`config.mk`:
```
export PLATFORM = sky130hd
export DESIGN_NAME = ro_meas_sequencer
export DESIGN_NICKNAME = d
export VERILOG_FILES = /design/src/rtl/ro_meas_sequencer.sv
export SDC_FILE = /design/constraint.sdc
export NUM_CORES = 1
export LEC_CHECK = 0
export ABC_CLOCK_PERIOD_IN_PS = 2600
export BUFFER_PORTS_ARGS = -buffer_cell sky130_fd_sc_hd__buf_2
export CORE_MARGIN = 3
export CORE_UTILIZATION = 30
export CTS_CLUSTER_DIAMETER = 200
export DETAILED_ROUTE_END_ITERATION = 6
export MAX_ROUTING_LAYER = met4
export SYNTH_ARGS = -nofsm -noshare
export SYNTH_HDL_FRONTEND = slang
export SYNTH_SLANG_ARGS = --single-unit
```
`constraint.sdc`:
```
create_clock -name clk -period 2.6 [get_ports clk]
set_input_delay 0.52 -clock clk [delete_from_list [all_inputs] [get_ports clk]]
set_output_delay 0.52 -clock clk [all_outputs]
set_load 0.005 [all_outputs]
```
`src/rtl/ro_meas_sequencer.sv`:
```
// Ring-oscillator measurement sequencer: gates the RO counter,
// averages 2^LOG2_N windows and sends the 16-bit result over UART.
module ro_meas_sequencer #(
    parameter int GATE_CYCLES = 1000,
    parameter int LOG2_N      = 3,
    parameter int SETTLE      = 2
) (
    input  logic        clk,
    input  logic        reset,
    input  logic        rx_ready,
    input  logic [7:0]  rx_data,
    input  logic [15:0] cnt_value,
    input  logic        tx_busy,
    output logic        cnt_clr,
    output logic        cnt_en,
    output logic        tx_start,
    output logic [7:0]  tx_data,
    output logic        busy,
    output logic        ovf
);

    localparam int AW   = 16 + LOG2_N;
    localparam int NS   = 1 << LOG2_N;
    localparam int SW   = LOG2_N + 1;
    localparam int TMAX = (GATE_CYCLES > SETTLE) ? GATE_CYCLES : SETTLE;
    localparam int TW   = $clog2(TMAX + 1);

    localparam logic [7:0] CMD_S = 8'h53;
    localparam logic [7:0] CMD_C = 8'h43;
    localparam logic [7:0] CMD_P = 8'h50;

    typedef enum logic [3:0] {
        IDLE,
        CLEAR,
        GATE,
        SETTLE_W,
        CAPTURE,
        AVG,
        SEND_LO,
        WAIT_LO,
        SEND_HI,
        WAIT_HI
    } state_t;

    state_t         state;
    logic [AW-1:0]  acc;
    logic [SW-1:0]  smp;
    logic [TW-1:0]  timer;
    logic [15:0]    result;
    logic           cont;
    logic           seen;
    logic           cont_nxt;
    logic           start_cmd;

    // Command decode; a command arriving on a transition cycle still counts.
    always_comb begin
        cont_nxt  = cont;
        start_cmd = 1'b0;
        if (rx_ready) begin
            if (rx_data == CMD_C) cont_nxt = 1'b1;
            if (rx_data == CMD_P) cont_nxt = 1'b0;
            start_cmd = (rx_data == CMD_S) || (rx_data == CMD_C);
        end
    end

    // Sequencer FSM with registered outputs.
    always_ff @(posedge clk or negedge reset) begin
        if (!reset) begin
            state    <= IDLE;
            acc      <= '0;
            smp      <= '0;
            timer    <= '0;
            result   <= '0;
            cont     <= 1'b0;
            seen     <= 1'b0;
            cnt_clr  <= 1'b0;
            cnt_en   <= 1'b0;
            tx_start <= 1'b0;
            tx_data  <= '0;
            busy     <= 1'b0;
            ovf      <= 1'b0;
        end else begin
            cont     <= cont_nxt;
            cnt_clr  <= 1'b0;
            tx_start <= 1'b0;
            unique case (state)
                IDLE: begin
                    if (start_cmd) begin
                        state   <= CLEAR;
                        cnt_clr <= 1'b1;
                        busy    <= 1'b1;
                        acc     <= '0;
                        smp     <= '0;
                        ovf     <= 1'b0;
                    end
                end
                CLEAR: begin
                    state  <= GATE;
                    cnt_en <= 1'b1;
                    timer  <= '0;
                end
                GATE: begin
                    if (timer == TW'(GATE_CYCLES - 1)) begin
                        state  <= SETTLE_W;
                        cnt_en <= 1'b0;
                        timer  <= '0;
                    end else begin
                        timer <= timer + TW'(1);
                    end
                end
                SETTLE_W: begin
                    if (timer == TW'(SETTLE - 1)) state <= CAPTURE;
                    else timer <= timer + TW'(1);
                end
                CAPTURE: begin
                    acc <= acc + AW'(cnt_value);
                    if (cnt_value == 16'hFFFF) ovf <= 1'b1;
                    if (smp == SW'(NS - 1)) begin
                        state <= AVG;
                    end else begin
                        smp     <= smp + SW'(1);
                        state   <= CLEAR;
                        cnt_clr <= 1'b1;
                    end
                end
                AVG: begin
                    result <= acc[LOG2_N +: 16];
                    state  <= SEND_LO;
                end
                SEND_LO: begin
                    if (!tx_busy) begin
                        tx_start <= 1'b1;
                        tx_data  <= result[7:0];
                        seen     <= 1'b0;
                        state    <= WAIT_LO;
                    end
                end
                WAIT_LO: begin
                    if (tx_busy) seen <= 1'b1;
                    else if (seen) state <= SEND_HI;
                end
                SEND_HI: begin
                    if (!tx_busy) begin
                        tx_start <= 1'b1;
                        tx_data  <= result[15:8];
                        seen     <= 1'b0;
                        state    <= WAIT_HI;
                    end
                end
                WAIT_HI: begin
                    if (tx_busy) begin
                        seen <= 1'b1;
                    end else if (seen) begin
                        if (cont_nxt) begin
                            state   <= CLEAR;
                            cnt_clr <= 1'b1;
                            acc     <= '0;
                            smp     <= '0;
                            ovf     <= 1'b0;
                        end else begin
                            state <= IDLE;
                            busy  <= 1'b0;
                        end
                    end
                end
                default: state <= IDLE;
            endcase
        end
    end

endmodule

```
==> Word level (Yosys, flattened, before mapping) <==
Cells that the tools add are included.
{ "classes": {"eq_ne": 32, "addsub": 3, "reduce_logical": 19, "n_mux": 57} }
{ "op_table": {"columns": ["op", "count"], "rows": [
  ["19-bit 2-to-1 mux", 4],
  ["19-bit case mux with 3 select lines", 1],
  ["4-bit 2-to-1 mux", 14],
  ["4-bit case mux with 10 select lines", 1],
  ["2-bit inequality test, second input constant", 15],
  ["10-bit case mux with 3 select lines", 1],
  ["8-bit by 7-bit == test with 1-bit output, second input constant", 3],
  ["1-bit 2-to-1 mux", 24],
  ["4-bit by 3-bit == test with 1-bit output, second input constant", 5],
  ["10-bit 2-to-1 mux", 2],
  ["19-bit by 16-bit adder with 19-bit output", 1],
  ["16-bit == test, second input constant", 1],
  ["8-bit 2-to-1 mux", 2],
  ["8-bit case mux with 2 select lines", 1],
  ["4-bit case mux with 3 select lines", 1],
  ["6-bit AND reduction", 2],
  ["10-bit by 1-bit adder with 10-bit output, second input constant", 1],
  ["10-bit by 1-bit == test with 1-bit output, second input constant", 1],
  ["10-bit == test, second input constant", 1],
  ["5-bit AND reduction", 2],
  ["9-bit AND reduction", 1],
  ["4-bit by 2-bit == test with 1-bit output, second input constant", 2],
  ["4-bit == test, second input constant", 2],
  ["2-bit nonzero test", 4],
  ["other kinds (12)", 19]
]} }
{ "totals": {"inputBits": 28, "wordCells": 124, "reg_bits": 68, "output_inout_bits": 13} }

==> Logic depth before layout (Yosys ltp) <==
{ "depth": {"word_depth": 8, "ltp_mapped": 9, "depth_no_buf": 9} }

==> Worst setup path before layout <==
OpenSTA, ideal clock, no wires.
{ "synth_path": {"path_kind": "in2reg", "startpoint": "input port cnt_value[0]", "endpoint": "register acc[18]", "cell_stages": 9, "setup_slack_ns": 0.196, "setup_ns": 0.087, "required_time_ns": 2.513, "arrival_time_ns": 2.317, "n_path_buf": 0, "cell_sequence": "ha_1 > fa_1 > a21oi_1 > nand4b_1 > a21oi_1 > o22ai_1 > o21ai_0 > and3_1 > o211ai_1"} }
{ "synth_via": {"elab_chain_len": 2} }
{ "synth_rtl": {"columns": ["item", "line_no", "text"], "rows": [
  ["from (decl)", "12", "input logic [15:0] cnt_value,"],
  ["19-bit by 16-bit adder with 19-bit output", "116", "acc <= acc + AW'(cnt_value);"],
  ["19-bit case mux with 3 select lines", "86", "unique case (state)"],
  ["to (signal assigned)", "116", null],
  ["to (decl)", "46", "logic [AW-1:0] acc;"]
]} }
No other way between the ends.
A chain may end at the register's enable or synchronous reset.

==> Worst setup path in the final report <==
{ "layout_path": {"startpoint": "register acc[0]", "endpoint": "register acc[18]"} }
{ "layout_via": {"elab_chain_len": 2} }
{ "layout_rtl": {"columns": ["item", "line_no"], "rows": [
  ["19-bit by 16-bit adder with 19-bit output", "116"],
  ["19-bit case mux with 3 select lines", "86"]
]} }
No other way between the ends.

==> out/results.tsv <==
metric	value	unit
root_buffer	clkbuf_16	
synthCells	398	
wl_per_cell	14.0	um
synth_area_leader_cell	dfrtp_1	
final_common_cell	dfrtp_1	
coreArea	0.0123	mm2
cp_max_fo	4	
synth-simple-area-share	0.181	
synth_edf_count	0	
finalMaxSlewViolations	0	
tns	0	ns
ant_nets	0	
gp_congestion	0.808	
dieArea	0.0143	mm2
finClkSkew	0.0127	ns
insertion_delay	0.33	ns
status	complete, no violations	
hp-class	in -> async	
initial_core_util	0.314	
finalSetupViolations	0	
synth_area_leaders	dfrtp_1 44%, ha_1 6.1%, o21ai_0 4.9%	
syn_area	0.00387	mm2
post_cts_buffers	0	
async_reset_ff_frac	1.00	
grt_pass1_vias	2968	
ys_seq_area_frac	0.440	
synthAdderAreaFrac	0.0666	
h-tree-depth	3	
fin_cells	626	
drive_above_1_share	0.214	
hold_viol	0	
post_cts_resized	0	
grt_max_degree	41	
diodes	0	
placed_area	0.00437	mm2
synth_compound_area_frac	0.164	
p_leak	0.00218	uW
tightest_slew	0.583	ns
area_growth	21.3	%
clk_pin_slew	0.06	ns
vias	3102	
syn_avg_cell_area	9.72	um2
port_buffers	40	
ys_warn_count	0	
clk_path_buf_depth	2	
grtUsageTotal	0.132	
synth_nets	446	
antenna_found_initial	0	
final_cell_mix	68 x dfrtp_1, 44 x nand2_1, 40 x buf_2	
synthFlopType	dfrtp_1	
timing.final.crit_share	0.925	
synthXorXnorAreaFrac	0.0453	
dpl.cell_count	610	
fin_crit	2.41	ns
muxShareOfSynthArea	0.0802	
row_count	40	
vias_per_cell	4.96	
route.detailed.drc	0	
cap_viol_max_count	0	
slew-limit-headroom	0.607	
drt_iter0_drc	223	
synth_top_family_by_area	simple AND/OR/NAND/NOR gates	
synth_top_area_frac	0.440	
dp_hpwl	6520	um
io_pins	41	
cts_tree	yes	
timing.fmax	0.416	GHz
die_x	120	um
worstPathRequired	2.83	ns
hold_buffers	0	
nets	501	
drtPass1Iterations	4	
peakVddDrop	315	uV
critPathLaunchType	flip-flop	
arrival	2.64	ns
crit_path_end_kind	flip-flop	
synth_cell_types	50	
grt-ovfl-total	0	
yosys_register_bits	68	
die_h	120	um
total_power	3000	uW
cts_buffers	9	
wl	8740	um
critPathKind	reg -> reg	
rsz0062_at_grt	false	
clock_sinks	68	
power-per-cell-area	638	mW/mm2
finish.instance_area	0.00469	mm2
grt_pass1_wl	15000	um
==> registers in the layout, indices dropped and copies added, names as in the netlist <==
register and flops:
busy 1, tx_start 1, tx_data 8, cnt_en 1
cnt_clr 1, cont 1, timer 10, acc 19
state 4, result 16, smp 4, seen 1
ovf 1
==> area by class of cell <==
class | instances | area [um2]
clock buffer | 12 | 246
sequential | 68 | 1700
tap | 168 | 210
inverter | 10 | 37.5
timing repair buffer | 56 | 345
multi-input combinational | 308 | 2080
clock inverter | 4 | 72.6
fill | 1262 | 7620
==> through the flow <==
stage | util | worst slack, ns | hold slack (ns)
after floorplan | - | 0.196 | 0.224
after global placement | 0.355 | 0.0440 | 0.436
after detailed placement | 0.355 | -0.0392 | 0.436
after CTS | 0.381 | 0.197 | 0.0872
after global routing | 0.381 | 0.0319 | 0.102
final | 0.381 | 0.195 | 0.0802
==> critical path, cell delays in order, from the launching register on <==
cell and delay (ns):
dfrtp_1 0.38, ha_1 0.23, fa_1 0.43, a21oi_1 0.20
nand4b_1 0.16, a21oi_1 0.10, o22ai_1 0.23, o21ai_0 0.20
and3_1 0.22, o211ai_1 0.16
==> Yosys cell counts, drive strengths merged, types with 5 or more instances <==
cell    number
a21o         6
inv         10
ha          19
dfrtp       68
nor2b        5
nand2       44
nand4       14
xor2        11
nor3         7
o21a         6
mux2i       13
or3          5
o211ai       6
o22ai        6
nor2        36
a21oi       19
o21ai       38
clkbuf       8
nand3        8
xnor2        9
mux2        16
==> cell families (layout without fill, tap and decap cells) <==
family                   count (synthesis)  in the layout
AND/OR/NAND/NOR                        139            139
AO/OA/AOI/OAI                          100            100
flip-flops                              68             68
multiplexers                            29             29
buffers and inverters                   22             82
adder cells (fa/ha/maj)                 20             20
XOR/XNOR                                20             20
==> where the power goes <==
group | internal (uW) | total (uW) | switching, uW
Sequential | 1100 | 1160 | 53.7
Combinational | 249 | 534 | 286
Clock | 865 | 1300 | 438
==> layer usage <==
layer / wire length [um] / track usage / up-vias
met5: 0 / - / -
met4: 144 / 0.0401 / 0
met3: 145 / 0.0236 / 13
met2: 4100 / 0.196 / 44
met1: 4350 / 0.186 / 1482
li1: - / - / 1563
==> path summary, 6_finish.rpt <==
kind / depth (start not counted) / from / slack, ns / to
worst max-delay path: 9 / acc[0] / 0.19 / acc[18]
worst min-delay path: 1 / reset / 0.08 / acc[0]
worst max register to register: 9 / acc[0] / 0.19 / acc[18]
min in group clk: 2 / tx_data[2] / 0.47 / tx_data[2]
worst min register to register: 2 / tx_data[2] / 0.47 / tx_data[2]
max in group asynchronous: 2 / reset / 1.97 / result[11]
(Power assumes the default switching activity.)
